<file path="config.mk">
export PLATFORM = sky130hd
export DESIGN_NAME = hub75_bcm_scheduler
export DESIGN_NICKNAME = d
export VERILOG_FILES = /design/src/rtl/hub75_bcm_scheduler.sv
export SDC_FILE = /design/constraint.sdc
export NUM_CORES = 1
export LEC_CHECK = 0
export BUFFER_PORTS_ARGS = -buffer_cell sky130_fd_sc_hd__buf_2
export CAP_MARGIN = 20
export CORE_AREA = 5 5 82 84
export DETAILED_ROUTE_END_ITERATION = 10
export DIE_AREA = 0 0 87 89
export PLACE_DENSITY = 0.69
export SLEW_MARGIN = 20
export SYNTH_ARGS = -nofsm -noshare
export SYNTH_HDL_FRONTEND = slang
export SYNTH_SLANG_ARGS = --single-unit
</file>
<file path="constraint.sdc">
create_clock -name clk -period 5 [get_ports clk]
set_input_delay 0.75 -clock clk [delete_from_list [all_inputs] [get_ports clk]]
set_output_delay 0.75 -clock clk [all_outputs]
set_load 0.1 [all_outputs]
</file>
<file path="src/rtl/hub75_bcm_scheduler.sv">
// HUB75 scan scheduler: bit-plane shifting, latching, binary-weighted OE
// display time, and frame-boundary framebuffer swap arbitration.
module hub75_bcm_scheduler #(
  parameter int unsigned COLS     = 64,
  parameter int unsigned ROW_BITS = 4,
  parameter int unsigned PLANES   = 3,
  parameter int unsigned BASE_OE  = 8
) (
  input  logic                     clk,
  input  logic                     rst,
  input  logic                     en,
  output logic                     fb_rd_en,
  output logic                     fb_buf,
  output logic [ROW_BITS-1:0]      fb_row,
  output logic [$clog2(COLS)-1:0]  fb_col,
  input  logic [3*PLANES-1:0]      pix_top,
  input  logic [3*PLANES-1:0]      pix_bot,
  output logic                     R0,
  output logic                     G0,
  output logic                     B0,
  output logic                     R1,
  output logic                     G1,
  output logic                     B1,
  output logic                     SCLK,
  output logic                     LAT,
  output logic                     OE,
  output logic                     A,
  output logic                     B,
  output logic                     C,
  output logic                     D,
  input  logic                     swap_req,
  output logic                     swap_ack,
  output logic                     frame_done
);

  localparam int unsigned COL_W = $clog2(COLS);
  localparam int unsigned PL_W  = (PLANES > 1) ? $clog2(PLANES) : 1;
  localparam int unsigned CNT_W = $clog2(BASE_OE * (1 << PLANES));
  localparam int unsigned PIX_W = 3 * PLANES;

  typedef enum logic [2:0] {
    IDLE    = 3'd0,
    SHIFT   = 3'd1,
    TAIL    = 3'd2,
    LATCH   = 3'd3,
    DISPLAY = 3'd4
  } state_e;

  state_e              state_q, state_d;
  logic [COL_W-1:0]    col_q, col_d;
  logic                phase_q, phase_d;
  logic [CNT_W-1:0]    cnt_q, cnt_d;
  logic [PL_W-1:0]     plane_q, plane_d;
  logic [ROW_BITS-1:0] row_q, row_d;

  logic                fb_rd_en_q, fb_rd_en_d;
  logic                fb_buf_q, fb_buf_d;
  logic [ROW_BITS-1:0] fb_row_q, fb_row_d;
  logic [COL_W-1:0]    fb_col_q, fb_col_d;
  logic [5:0]          rgb_q, rgb_d;
  logic                sclk_q, sclk_d;
  logic                lat_q, lat_d;
  logic                oe_q, oe_d;
  logic [3:0]          addr_q, addr_d;
  logic                swap_ack_q, swap_ack_d;
  logic                frame_done_q, frame_done_d;

  logic [CNT_W-1:0]    disp_last;
  logic                last_disp, last_plane, last_row, frame_end;
  logic [PIX_W-1:0]    top_sh, bot_sh;

  // Plane timing and frame-boundary decode
  always_comb begin
    disp_last  = CNT_W'((BASE_OE << plane_q) - 1);
    last_disp  = (state_q == DISPLAY) && (cnt_q == disp_last);
    last_plane = (plane_q == PL_W'(PLANES - 1));
    last_row   = (row_q == {ROW_BITS{1'b1}});
    frame_end  = last_disp && last_plane && last_row;
    top_sh     = pix_top >> plane_q;
    bot_sh     = pix_bot >> plane_q;
  end

  // Next-state, counters and next output values; outputs trail the state by one cycle
  always_comb begin
    state_d      = state_q;
    col_d        = col_q;
    phase_d      = phase_q;
    cnt_d        = cnt_q;
    plane_d      = plane_q;
    row_d        = row_q;
    fb_buf_d     = fb_buf_q;
    rgb_d        = rgb_q;
    addr_d       = addr_q;
    fb_rd_en_d   = (state_q == SHIFT) && !phase_q;
    fb_row_d     = row_q;
    fb_col_d     = col_q;
    sclk_d       = ((state_q == SHIFT) && !phase_q && (col_q != '0)) || (state_q == TAIL);
    lat_d        = (state_q == LATCH);
    oe_d         = (state_q != DISPLAY);
    frame_done_d = frame_end;
    swap_ack_d   = frame_end && swap_req;

    // Pixel data read for the previous column arrives as the shift clock rises for it
    if (sclk_d) begin
      rgb_d = {top_sh[2*PLANES], top_sh[PLANES], top_sh[0],
               bot_sh[2*PLANES], bot_sh[PLANES], bot_sh[0]};
    end
    if (state_q == LATCH) begin
      addr_d = 4'(row_q);
    end
    if (frame_end && swap_req) begin
      fb_buf_d = ~fb_buf_q;
    end

    case (state_q)
      IDLE: begin
        if (en) begin
          state_d = SHIFT;
          col_d   = '0;
          phase_d = 1'b0;
        end
      end
      SHIFT: begin
        phase_d = ~phase_q;
        if (phase_q) begin
          col_d = col_q + COL_W'(1);
          if (col_q == COL_W'(COLS - 1)) begin
            state_d = TAIL;
          end
        end
      end
      TAIL: begin
        state_d = LATCH;
      end
      LATCH: begin
        state_d = DISPLAY;
        cnt_d   = '0;
      end
      DISPLAY: begin
        cnt_d = cnt_q + CNT_W'(1);
        if (last_disp) begin
          cnt_d = '0;
          if (last_plane) begin
            plane_d = '0;
            row_d   = row_q + ROW_BITS'(1);
          end else begin
            plane_d = plane_q + PL_W'(1);
          end
          state_d = (frame_end && !en) ? IDLE : SHIFT;
        end
      end
      default: begin
        state_d = IDLE;
      end
    endcase
  end

  // State and output registers; reset blanks the panel immediately
  always_ff @(posedge clk or posedge rst) begin
    if (rst) begin
      state_q      <= IDLE;
      col_q        <= '0;
      phase_q      <= 1'b0;
      cnt_q        <= '0;
      plane_q      <= '0;
      row_q        <= '0;
      fb_rd_en_q   <= 1'b0;
      fb_buf_q     <= 1'b0;
      fb_row_q     <= '0;
      fb_col_q     <= '0;
      rgb_q        <= '0;
      sclk_q       <= 1'b0;
      lat_q        <= 1'b0;
      oe_q         <= 1'b1;
      addr_q       <= '0;
      swap_ack_q   <= 1'b0;
      frame_done_q <= 1'b0;
    end else begin
      state_q      <= state_d;
      col_q        <= col_d;
      phase_q      <= phase_d;
      cnt_q        <= cnt_d;
      plane_q      <= plane_d;
      row_q        <= row_d;
      fb_rd_en_q   <= fb_rd_en_d;
      fb_buf_q     <= fb_buf_d;
      fb_row_q     <= fb_row_d;
      fb_col_q     <= fb_col_d;
      rgb_q        <= rgb_d;
      sclk_q       <= sclk_d;
      lat_q        <= lat_d;
      oe_q         <= oe_d;
      addr_q       <= addr_d;
      swap_ack_q   <= swap_ack_d;
      frame_done_q <= frame_done_d;
    end
  end

  assign fb_rd_en   = fb_rd_en_q;
  assign fb_buf     = fb_buf_q;
  assign fb_row     = fb_row_q;
  assign fb_col     = fb_col_q;
  assign {R0, G0, B0, R1, G1, B1} = rgb_q;
  assign SCLK       = sclk_q;
  assign LAT        = lat_q;
  assign OE         = oe_q;
  assign {D, C, B, A} = addr_q;
  assign swap_ack   = swap_ack_q;
  assign frame_done = frame_done_q;

endmodule
</file>
==> flow_metrics.py <==
metrics = {
    "yosys": {
        "ys_seq_area_share_pct": 54.38,
        "syn_area_mm2": 0.002257,
        "synth_ff_type": "dfrtp_1",
        "async_flop_share_pct": 100.0,
        "synthesis.instances": 186,
        "synthDistinctLibCells": 49,
        "yosysWarnings": 0,
        "syn_area_per_cell_um2": 12.14,
        "synth_edf_count": 0,
        "ys_seq_elements": 49,
        "syn_nets": 212,
    },
    "sta": {
        "slew_headroom_pct": 45.36,
        "finalCriticalPeriod_ps": 1970,
        "setup_tns_ps": 0,
        "post-route-period-util_pct": 39.41,
        "finalMaxSlewViolations": 0,
        "setup_violations": 0,
        "rsz0062_at_grt": "no",
        "hold_viol_final": 0,
        "fin_skew_ps": 4.450,
        "fmax_mhz": 507.5,
        "worst-slew-pin-transition_ps": 818.7,
    },
    "cells_and_area": {
        "num-nets-final": 262,
        "stdcell_count": 312,
        "drive_above_1_share_pct": 32.07,
        "fill_cells": 542,
        "multiInputGateArea_um2": 974.7,
        "seq_area_mm2": 0.001227,
        "n_antenna_cell": 0,
        "area_delta_synth_final_pct": 18.57,
    },
    "global_routing": {
        "grt.overflow.total": 0,
        "first_global_vias": 1607,
        "grt_max_degree": 50,
        "grt_pass1_wl_um": 7521,
        "antenna_found_initial": 0,
        "grt_usage_pct": 12.44,
    },
    "critical_path": {
        "crit_fanout": 1,
        "slowest_stage": "dfstp_2",
        "cp_num_buf_inv": 1,
        "critical_path.endpoint_type": "output pin",
        "start_kind": "register",
        "reg2reg_depth": 4,
        "cp_top_family": "flip-flops",
        "path_cells": "buf_2",
        "rr_endpoint": "plane_q[0]$_DFFE_PP0P_",
        "rrSetupSlack_ps": 3050,
        "r2r_start": "plane_q[0]$_DFFE_PP0P_",
        "slowest_delay_ps": 520,
        "critPathKind": "register to output pin",
        "cp.arrival_ps": 1220,
        "cp.required_ps": 4250,
    },
    "place": {
        "port_buffers": 48,
        "dp_cells": 304,
        "hpwl_um": 3192,
        "gp_routability_congestion": 0.8464,
    },
    "power": {
        "peakVddDrop_uv": 116.3,
        "powerDensity_mw_per_mm2": 272.4,
        "p_leak_nw": 1.264,
        "power_mw": 0.7291,
    },
    "hold_path": {
        "hold_class": "register to register",
        "hold_end": "fb_col[0]$_DFF_PP0_",
        "hp-start": "col_q[0]$_DFFE_PP0P_",
        "hold_depth": 0,
    },
    "routing": {
        "drt_pass1_iterations": 4,
        "ant_nets": 0,
        "route.detailed.drc": 0,
        "vias": 1545,
        "wl_um": 4301,
        "drt_iter0_drc": 134,
        "drt-vias-per-instance": 4.952,
        "routedWlPerCell_um": 13.79,
    },
    "floorplanning": {
        "die_x_um": 87,
        "die_area_mm2": 0.007743,
        "die_h_um": 89,
        "initial_utilization_pct": 38.58,
        "top_level_ports": 49,
        "rows": 28,
        "coreArea_mm2": 0.005851,
    },
    "clocking": {
        "postCtsHoldBufs": 0,
        "h-tree-depth": 2,
        "cts_setup_buffers": 0,
        "clockBufferDepth": 2,
        "numClockSinks": 49,
        "clk_pin_slew_worst_paths_ps": 80,
        "cts-root-buf": "clkbuf_8",
        "cts_tree": "done",
        "cts-buffers-inserted": 5,
        "clock_latency_ps": 300,
        "cts_resized": 0,
    },
    "job": {
        "cap_violations": 0,
    },
    "run_status": {
        "status": "finished clean",
    },
}
layout by cell type (no fill, tap or decap), drive strengths merged:
master,n
mux2i,2
buf,48
bufinv,1
mux2,10
nor2,7
a211o,1
a211oi,3
a21oi,6
a41o,1
dfstp,1
and4b,1
nand4,4
o21ai,8
clkinv,2
clkbuf,7
or3,1
mux4,4
nand3b,1
or2,1
o21bai,2
nor4b,3
ha,4
dfrtp,48
nor4bb,1
nand3,9
nor3,5
and3,2
a31o,1
xnor2,8
nand2,22
nor3b,1
a21o,1
and2,4
xor2,6
inv,4
nand4bb,1
nor2b,2
nor4,2
nand2b,2
layer usage:
layer | global-route usage, % | vias to the layer above | wire [um]
met4 | 4.249 | 0 | 63
li1 | - | 758 | -
met2 | 20.36 | 40 | 2116
met3 | 3.687 | 6 | 297
met5 | 0 | - | 0
met1 | 15.79 | 741 | 1822
worst register-to-register path, delay by kind of cell (launching register included):
family	cells	cell delay, ps
mux	1	360
compound gates	1	100
simple gates	2	690
flops	1	700
sequential cells by signal, summed over array words and instances (netlist names), 2 cells and up:
register,flops
cnt_q,6
fb_col,6
addr_q,4
state_q,3
col_q,6
plane_q,2
rgb_q,6
fb_row,4
fb_row_d,4
synth_stat cells, types with 3 or more instances:
cell	number	area [um^2]
o21ai_0	7	35.03
mux2_1	3	33.78
a21oi_1	5	25.02
inv_1	4	15.01
xor2_1	6	52.55
ha_1	4	50.05
dfrtp_1	48	1201
xnor2_1	8	70.07
nor3_1	4	20.02
nor2_1	7	26.28
mux4_2	4	90.09
nand3_1	9	45.04
nand4_1	4	25.02
and2_1	4	25.02
mux2_4	6	90.09
nand2_1	22	82.58
power by group:
group | switching [mW] | leakage, nW | total (mW) | internal [mW]
logic | 0.0319 | 0.588 | 0.0452 | 0.0134
clock network | 0.121 | 0.0585 | 0.284 | 0.163
registers | 0.00141 | 0.618 | 0.400 | 0.398
area by class of cell:
cell class,instances,share of cell area (%)
Timing Repair Buffer,48,8.976
Tap cell,75,3.506
Clock buffer,7,3.226
Inverter,6,0.8883
Clock inverter,1,1.122
Multi-Input combinational cell,126,36.42
Sequential cell,49,45.86
worst max path at each step:
stage	start	end	slack, ps	depth (start not counted)
after detailed placement	plane_q[0]$_DFFE_PP0P_	plane_q[0]$_DFFE_PP0P_	3030	4
final	OE$_DFF_PP1_	OE	3030	1
after floorplan	rst	LAT$_DFF_PP0_	3080	1
after CTS	OE$_DFF_PP1_	OE	3010	1
after global placement	plane_q[0]$_DFFE_PP0P_	plane_q[1]$_DFFE_PP0P_	3090	4
after global routing	plane_q[0]$_DFFE_PP0P_	plane_q[0]$_DFFE_PP0P_	2840	4
per-stage QoR:
stage	setup WS (ps)	cell area [um^2]	utilization (%)	hold WS (ps)
2_1_floorplan	3079	2257	-	393.0
3_3_place_gp	3088	2559	43.73	411.0
3_5_place_dp	3032	2559	43.73	413.9
4_1_cts	3012	2675	45.72	434.2
5_1_grt	2842	2676	45.74	456.4
6_report	3030	2676	45.74	427.2
kinds of logic (layout without fill, tap and decap cells):
kind of cell    after synthesis  after routing  share of synthesized area [%]
compound gates               23             23                          7.039
xor+xnor                     14             14                          5.432
fa+ha+maj                     4              4                          2.217
buf+inv                      11             62                          2.438
flops                        49             49                          54.38
mux                          16             16                          10.86
simple gates                 69             69                          17.63
No activity file was read; power rests on OpenSTA's default activity.
